`src/rtl/sopc_run_ctrl.sv`:
```
// sopc_run_ctrl: holds SoPC cores in reset, releases them, then watches
// each core's data-memory write port for a tohost exit write. Reports
// done / pass / timeout for a testbench poller or an FPGA status LED.
module sopc_run_ctrl #(
    parameter int                    NUM_CORES       = 1,
    parameter int                    ADDR_WIDTH      = 32,
    parameter int                    DATA_WIDTH      = 32,
    parameter int                    RST_HOLD_CYCLES = 20,
    parameter int                    MAX_CYCLES      = 100,
    parameter int                    CNT_WIDTH       = 32,
    parameter logic [ADDR_WIDTH-1:0] TOHOST_ADDR     = ADDR_WIDTH'(32'h0000_0100)
) (
    input  logic                            clk,
    input  logic                            rst,
    output logic [NUM_CORES-1:0]            core_rst,
    input  logic [NUM_CORES-1:0]            wr_en,
    input  logic [NUM_CORES*ADDR_WIDTH-1:0] wr_addr,
    input  logic [NUM_CORES*DATA_WIDTH-1:0] wr_data,
    output logic [CNT_WIDTH-1:0]            cycle_cnt,
    output logic [NUM_CORES-1:0]            exited,
    output logic [NUM_CORES*DATA_WIDTH-1:0] exit_code,
    output logic                            done,
    output logic                            pass,
    output logic                            timeout
);

    localparam int HOLD_W = (RST_HOLD_CYCLES > 1) ? $clog2(RST_HOLD_CYCLES) : 1;
    localparam logic [HOLD_W-1:0]    HOLD_LAST = HOLD_W'(RST_HOLD_CYCLES - 1);
    localparam logic [CNT_WIDTH-1:0] CNT_LAST  = CNT_WIDTH'(MAX_CYCLES - 1);
    localparam logic [CNT_WIDTH-1:0] CNT_MAX   = {CNT_WIDTH{1'b1}};

    // Elaboration-time parameter legality checks.
    if (NUM_CORES < 1 || NUM_CORES > 8) begin : g_bad_num_cores
        $error("sopc_run_ctrl: NUM_CORES must be in 1..8");
    end
    if (RST_HOLD_CYCLES < 1) begin : g_bad_hold
        $error("sopc_run_ctrl: RST_HOLD_CYCLES must be >= 1");
    end
    if (MAX_CYCLES < 1) begin : g_bad_max
        $error("sopc_run_ctrl: MAX_CYCLES must be >= 1");
    end

    typedef enum logic [1:0] {
        ST_HOLD    = 2'd0,
        ST_RUN     = 2'd1,
        ST_FINISH  = 2'd2,
        ST_TIMEOUT = 2'd3
    } state_t;

    state_t                          state_q,     state_d;
    logic [HOLD_W-1:0]               hold_cnt_q,  hold_cnt_d;
    logic [CNT_WIDTH-1:0]            cycle_cnt_q, cycle_cnt_d;
    logic [NUM_CORES-1:0]            core_rst_q,  core_rst_d;
    logic [NUM_CORES-1:0]            exited_q,    exited_d;
    logic [NUM_CORES*DATA_WIDTH-1:0] exit_code_q, exit_code_d;
    logic                            done_q,      done_d;
    logic                            pass_q,      pass_d;
    logic                            timeout_q,   timeout_d;
    logic [NUM_CORES-1:0]            cap_s;

    // Saturating increment: the run counter sticks at all-ones.
    function automatic logic [CNT_WIDTH-1:0] sat_inc(input logic [CNT_WIDTH-1:0] v);
        return (v == CNT_MAX) ? v : (v + CNT_WIDTH'(1'b1));
    endfunction

    // True when every captured exit code is zero.
    function automatic logic codes_all_zero(input logic [NUM_CORES*DATA_WIDTH-1:0] c);
        return ~(|c);
    endfunction

    // Per-core first-tohost-write detection.
    always_comb begin
        cap_s = {NUM_CORES{1'b0}};
        for (int i = 0; i < NUM_CORES; i++) begin
            cap_s[i] = wr_en[i] & (wr_addr[i*ADDR_WIDTH +: ADDR_WIDTH] == TOHOST_ADDR) & ~exited_q[i];
        end
    end

    // Next-state and registered-output computation.
    always_comb begin
        state_d     = state_q;
        hold_cnt_d  = hold_cnt_q;
        cycle_cnt_d = cycle_cnt_q;
        core_rst_d  = core_rst_q;
        exited_d    = exited_q;
        exit_code_d = exit_code_q;
        done_d      = done_q;
        pass_d      = pass_q;
        timeout_d   = timeout_q;
        case (state_q)
            ST_HOLD: begin
                if (hold_cnt_q == HOLD_LAST) begin
                    state_d    = ST_RUN;
                    core_rst_d = {NUM_CORES{1'b1}};
                end else begin
                    hold_cnt_d = hold_cnt_q + HOLD_W'(1'b1);
                end
            end
            ST_RUN: begin
                exited_d = exited_q | cap_s;
                for (int i = 0; i < NUM_CORES; i++) begin
                    if (cap_s[i]) begin
                        exit_code_d[i*DATA_WIDTH +: DATA_WIDTH] = wr_data[i*DATA_WIDTH +: DATA_WIDTH];
                    end else begin
                        exit_code_d[i*DATA_WIDTH +: DATA_WIDTH] = exit_code_q[i*DATA_WIDTH +: DATA_WIDTH];
                    end
                end
                if (&exited_d) begin
                    // Last exit wins over a simultaneous limit hit.
                    state_d     = ST_FINISH;
                    done_d      = 1'b1;
                    pass_d      = codes_all_zero(exit_code_d);
                    cycle_cnt_d = sat_inc(cycle_cnt_q);
                end else if (cycle_cnt_q == CNT_LAST) begin
                    // Count is held so it reads the limit index when done rises.
                    state_d    = ST_TIMEOUT;
                    done_d     = 1'b1;
                    timeout_d  = 1'b1;
                    pass_d     = 1'b0;
                    core_rst_d = {NUM_CORES{1'b0}};
                end else begin
                    cycle_cnt_d = sat_inc(cycle_cnt_q);
                end
            end
            ST_FINISH: begin
                state_d = ST_FINISH;
            end
            ST_TIMEOUT: begin
                state_d = ST_TIMEOUT;
            end
            default: begin
                state_d    = ST_HOLD;
                core_rst_d = {NUM_CORES{1'b0}};
            end
        endcase
    end

    // State and output registers with asynchronous active-low reset.
    always_ff @(posedge clk or negedge rst) begin
        if (!rst) begin
            state_q     <= ST_HOLD;
            hold_cnt_q  <= {HOLD_W{1'b0}};
            cycle_cnt_q <= {CNT_WIDTH{1'b0}};
            core_rst_q  <= {NUM_CORES{1'b0}};
            exited_q    <= {NUM_CORES{1'b0}};
            exit_code_q <= {(NUM_CORES*DATA_WIDTH){1'b0}};
            done_q      <= 1'b0;
            pass_q      <= 1'b0;
            timeout_q   <= 1'b0;
        end else begin
            state_q     <= state_d;
            hold_cnt_q  <= hold_cnt_d;
            cycle_cnt_q <= cycle_cnt_d;
            core_rst_q  <= core_rst_d;
            exited_q    <= exited_d;
            exit_code_q <= exit_code_d;
            done_q      <= done_d;
            pass_q      <= pass_d;
            timeout_q   <= timeout_d;
        end
    end

    assign core_rst  = core_rst_q;
    assign cycle_cnt = cycle_cnt_q;
    assign exited    = exited_q;
    assign exit_code = exit_code_q;
    assign done      = done_q;
    assign pass      = pass_q;
    assign timeout   = timeout_q;

endmodule

```
`config.mk`:
```
export PLATFORM = sky130hd
export DESIGN_NAME = sopc_run_ctrl
export DESIGN_NICKNAME = d
export VERILOG_FILES = /design/src/rtl/sopc_run_ctrl.sv
export SDC_FILE = /design/constraint.sdc
export NUM_CORES = 1
export LEC_CHECK = 0
export BUFFER_PORTS_ARGS = -buffer_cell sky130_fd_sc_hd__buf_2
export CORE_ASPECT_RATIO = 0.9
export CORE_MARGIN = 5
export CORE_UTILIZATION = 35
export DETAILED_ROUTE_END_ITERATION = 6
export GPL_TIMING_DRIVEN = 0
export PLACE_DENSITY = 0.64
export SETUP_SLACK_MARGIN = 0.3
export SLEW_MARGIN = 40
export SYNTH_ARGS = -nofsm -noshare
export SYNTH_HDL_FRONTEND = slang
export SYNTH_SLANG_ARGS = --single-unit
```
`constraint.sdc`:
```
create_clock -name clk -period 6.8 [get_ports clk]
set_clock_uncertainty 0.05 [all_clocks]
set_input_delay 0.34 -clock clk [delete_from_list [all_inputs] [get_ports clk]]
set_output_delay 0.34 -clock clk [all_outputs]
set_load 0.03 [all_outputs]
```
==> impl_metrics.tcl <==
set metrics [dict create \
    outcome "finished, final reports clean" \
    syn-instance-count 292 \
    grt.overflow.total 0 \
    setup_viol 0 \
    cts_setup_buffers 0 \
    area_delta_synth_final_pct 32.0 \
    hold_class "input pin to flip-flop" \
    synth_edf_count 0 \
    htreeDepth 3 \
    die_h_um 105 \
    fmaxAchievable_mhz 354 \
    wirelength_um 9140 \
    yosys_warnings 0 \
    syn_nets 361 \
    vias_per_cell 5.12 \
    core_area_um2 9700 \
    fin_cells 571 \
    grt_use_total 0.158 \
    cpPeakStageDelay_ps 550 \
    io_pins 136 \
    utilization 0.473 \
    n_antenna_cell 0 \
    drc_errors 0 \
    grt_max_degree 56 \
    timing.setup.tns_ps 0 \
    slew_headroom 0.528 \
    drt_iter0_markers 117 \
    antenna_found_initial 0 \
    critical_path.top_delay_family "simple AND/OR/NAND/NOR gates" \
    seq_area_um2 1900 \
    synth.most_common_cell "dfrtp_1" \
    cts_hold_buf 1 \
    start_kind "flip-flop" \
    worstMarginPinSlew_ps 701 \
    synthesis.area_um2 3480 \
    cts_sinks 76 \
    path_buf_inv 0 \
    p_leak_nw 2.37 \
    placed_area_um2 4350 \
    avgSynthCellArea_um2 11.9 \
    power_density_nw_per_um2 193 \
    synth_area_leaders "dfrtp_1 (55%), mux2_2 (8.4%), xnor2_1 (5.8%), nor4_1 (4.9%), nand3_1 (3.0%)" \
    fin_area_um2 4590 \
    worst_ep_arrival_time_ps 3000 \
    synth_top_area_cell "dfrtp_1" \
    die_w_um 115 \
    grt_pass1_vias 3035 \
    wire_per_inst_um 16.0 \
    critical_path.cell_chain "ha_1 -> nor4b_1 -> nand4_1 -> nor3_1 -> or3b_2 -> and3_4 -> mux2_2" \
    nNetsFinal 509 \
    worst_skew_pair.late_latency_ps 350 \
    finalCritPeriodShare 0.415 \
    worstPathMaxFanout 6 \
    io_buffers 135 \
    cts_buffers 9 \
    maxCapViolCount 0 \
    timing.final.crit_period_ps 2820 \
    cts_resized 0 \
    dp_cells 554 \
    first_pass_iters 6 \
    whs_ps 167 \
    cp.required_ps 6980 \
    fillCellCount 908 \
    ys_ff_latch 76 \
    rows 34 \
    rsz0062_at_grt "no" \
    final_antenna_net_count 0 \
    grt_first_pass_wirelength_um 15200 \
    cts_tree "yes" \
    finalMaxSlewViolations 0 \
    cp_slowest_cell "or3b_2" \
    cp-end-kind "flip-flop" \
    start_util 0.359 \
    cts_root_buf "clkbuf_8" \
    path_clk_slew_ps 90 \
    synth_cell_type_count 38 \
    synthArstFlopShare 1.00 \
    gp_congestion 0.814 \
    dieArea_um2 12000 \
    peakVddDrop_mv 0.0796 \
    dpl.hpwl_um 7140 \
    synth_top_area_frac 0.547 \
    ys_seq_area_frac 0.547 \
    crit_type "flip-flop to flip-flop" \
    synth-main-ff-cell "dfrtp_1" \
    hold_viol_final 0 \
    clockBufferDepth 2 \
    yosys-top-cells-count "dfrtp_1 (76), nor4_1 (27), mux2_2 (26)" \
    vias 2925 \
    final_layout_size_suffix_gt1_frac 0.418 \
    multi_input_area_um2 1530 \
]
## area by class of cell
type | instances | area share
Sequential cell | 76 | 0.414
Multi-Input combinational cell | 210 | 0.334
Timing Repair Buffer | 137 | 0.157
Tap cell | 126 | 0.0343
Clock buffer | 11 | 0.0330
Clock inverter | 5 | 0.0183
Buffer | 4 | 0.00818
Inverter | 2 | 0.00164
## stage by stage
step / setup WS (ps) / total power [mW]
after floorplan: 4380 / 0.463
after global placement: 4080 / 0.493
after detailed placement: 4010 / 0.496
after CTS: 3990 / 0.898
after global routing: 3860 / 0.922
final: 3980 / 0.884
## report_power, final
group | internal, mW | switching [mW]
combinational | 0.0171 | 0.0175
clock | 0.227 | 0.171
sequential | 0.452 | 0.0000134
## cells in the final DEF, fill, tap and decap left out, types with 2 or more instances in the layout
cell and instances:
buf_2 134, dfrtp_1 76, nor4_1 27, mux2_2 26, xnor2_1 23, nand3_1 21
nand2_1 16, nand4_1 13, nor2_1 12, xor2_1 12, clkbuf_8 11, and3_1 10
nor3_1 9, mux2_1 8, buf_6 4, and4_1 3, nor4b_1 3, o21bai_1 3
inv_1 2, and2_1 2, o21ai_0 2, a21oi_1 2, ha_1 2, bufinv_16 2
clkinvlp_4 2
## flip-flops by register name (all words and copies together), names as in the netlist
register and flops:
timeout 1, pass 1, exit_code 32, exited 1
core_rst 1, hold_cnt_q 5, done 1, state_q 2
cycle_cnt 32
## final timing paths
path                                           start  cells past startpoint  slack, ps                   endpoint
setup / recovery            cycle_cnt[0]$_DFFE_PN0P_                      7       3980   cycle_cnt[1]$_DFFE_PN0P_
hold / removal                           wr_data[21]                      2        170  exit_code[21]$_DFFE_PN0P_
setup reg to reg            cycle_cnt[0]$_DFFE_PN0P_                      7       3980   cycle_cnt[1]$_DFFE_PN0P_
hold reg to reg            hold_cnt_q[4]$_DFFE_PN0P_                      1        420  hold_cnt_q[4]$_DFFE_PN0P_
max in group asynchronous                        rst                      3       5800   exit_code[0]$_DFFE_PN0P_
min in group asynchronous                        rst                      2        350  cycle_cnt[30]$_DFFE_PN0P_
## logic make-up after synthesis
family / share of synthesized area
compound gates: 0.0216
fa+ha+maj: 0.00719
buf+inv: 0.0129
flops: 0.547
mux: 0.110
xor+xnor: 0.0881
simple gates: 0.213
## routing by layer
| metal | up-vias | wire, µm | global-route usage |
|---|---|---|---|
| met5 | - | 0 | 0 |
| met4 | 0 | 93 | 0.0453 |
| met3 | 10 | 819 | 0.0636 |
| met2 | 113 | 4200 | 0.239 |
| met1 | 1418 | 4030 | 0.210 |
| li1 | 1384 | - | - |
(Power assumes the default switching activity.)
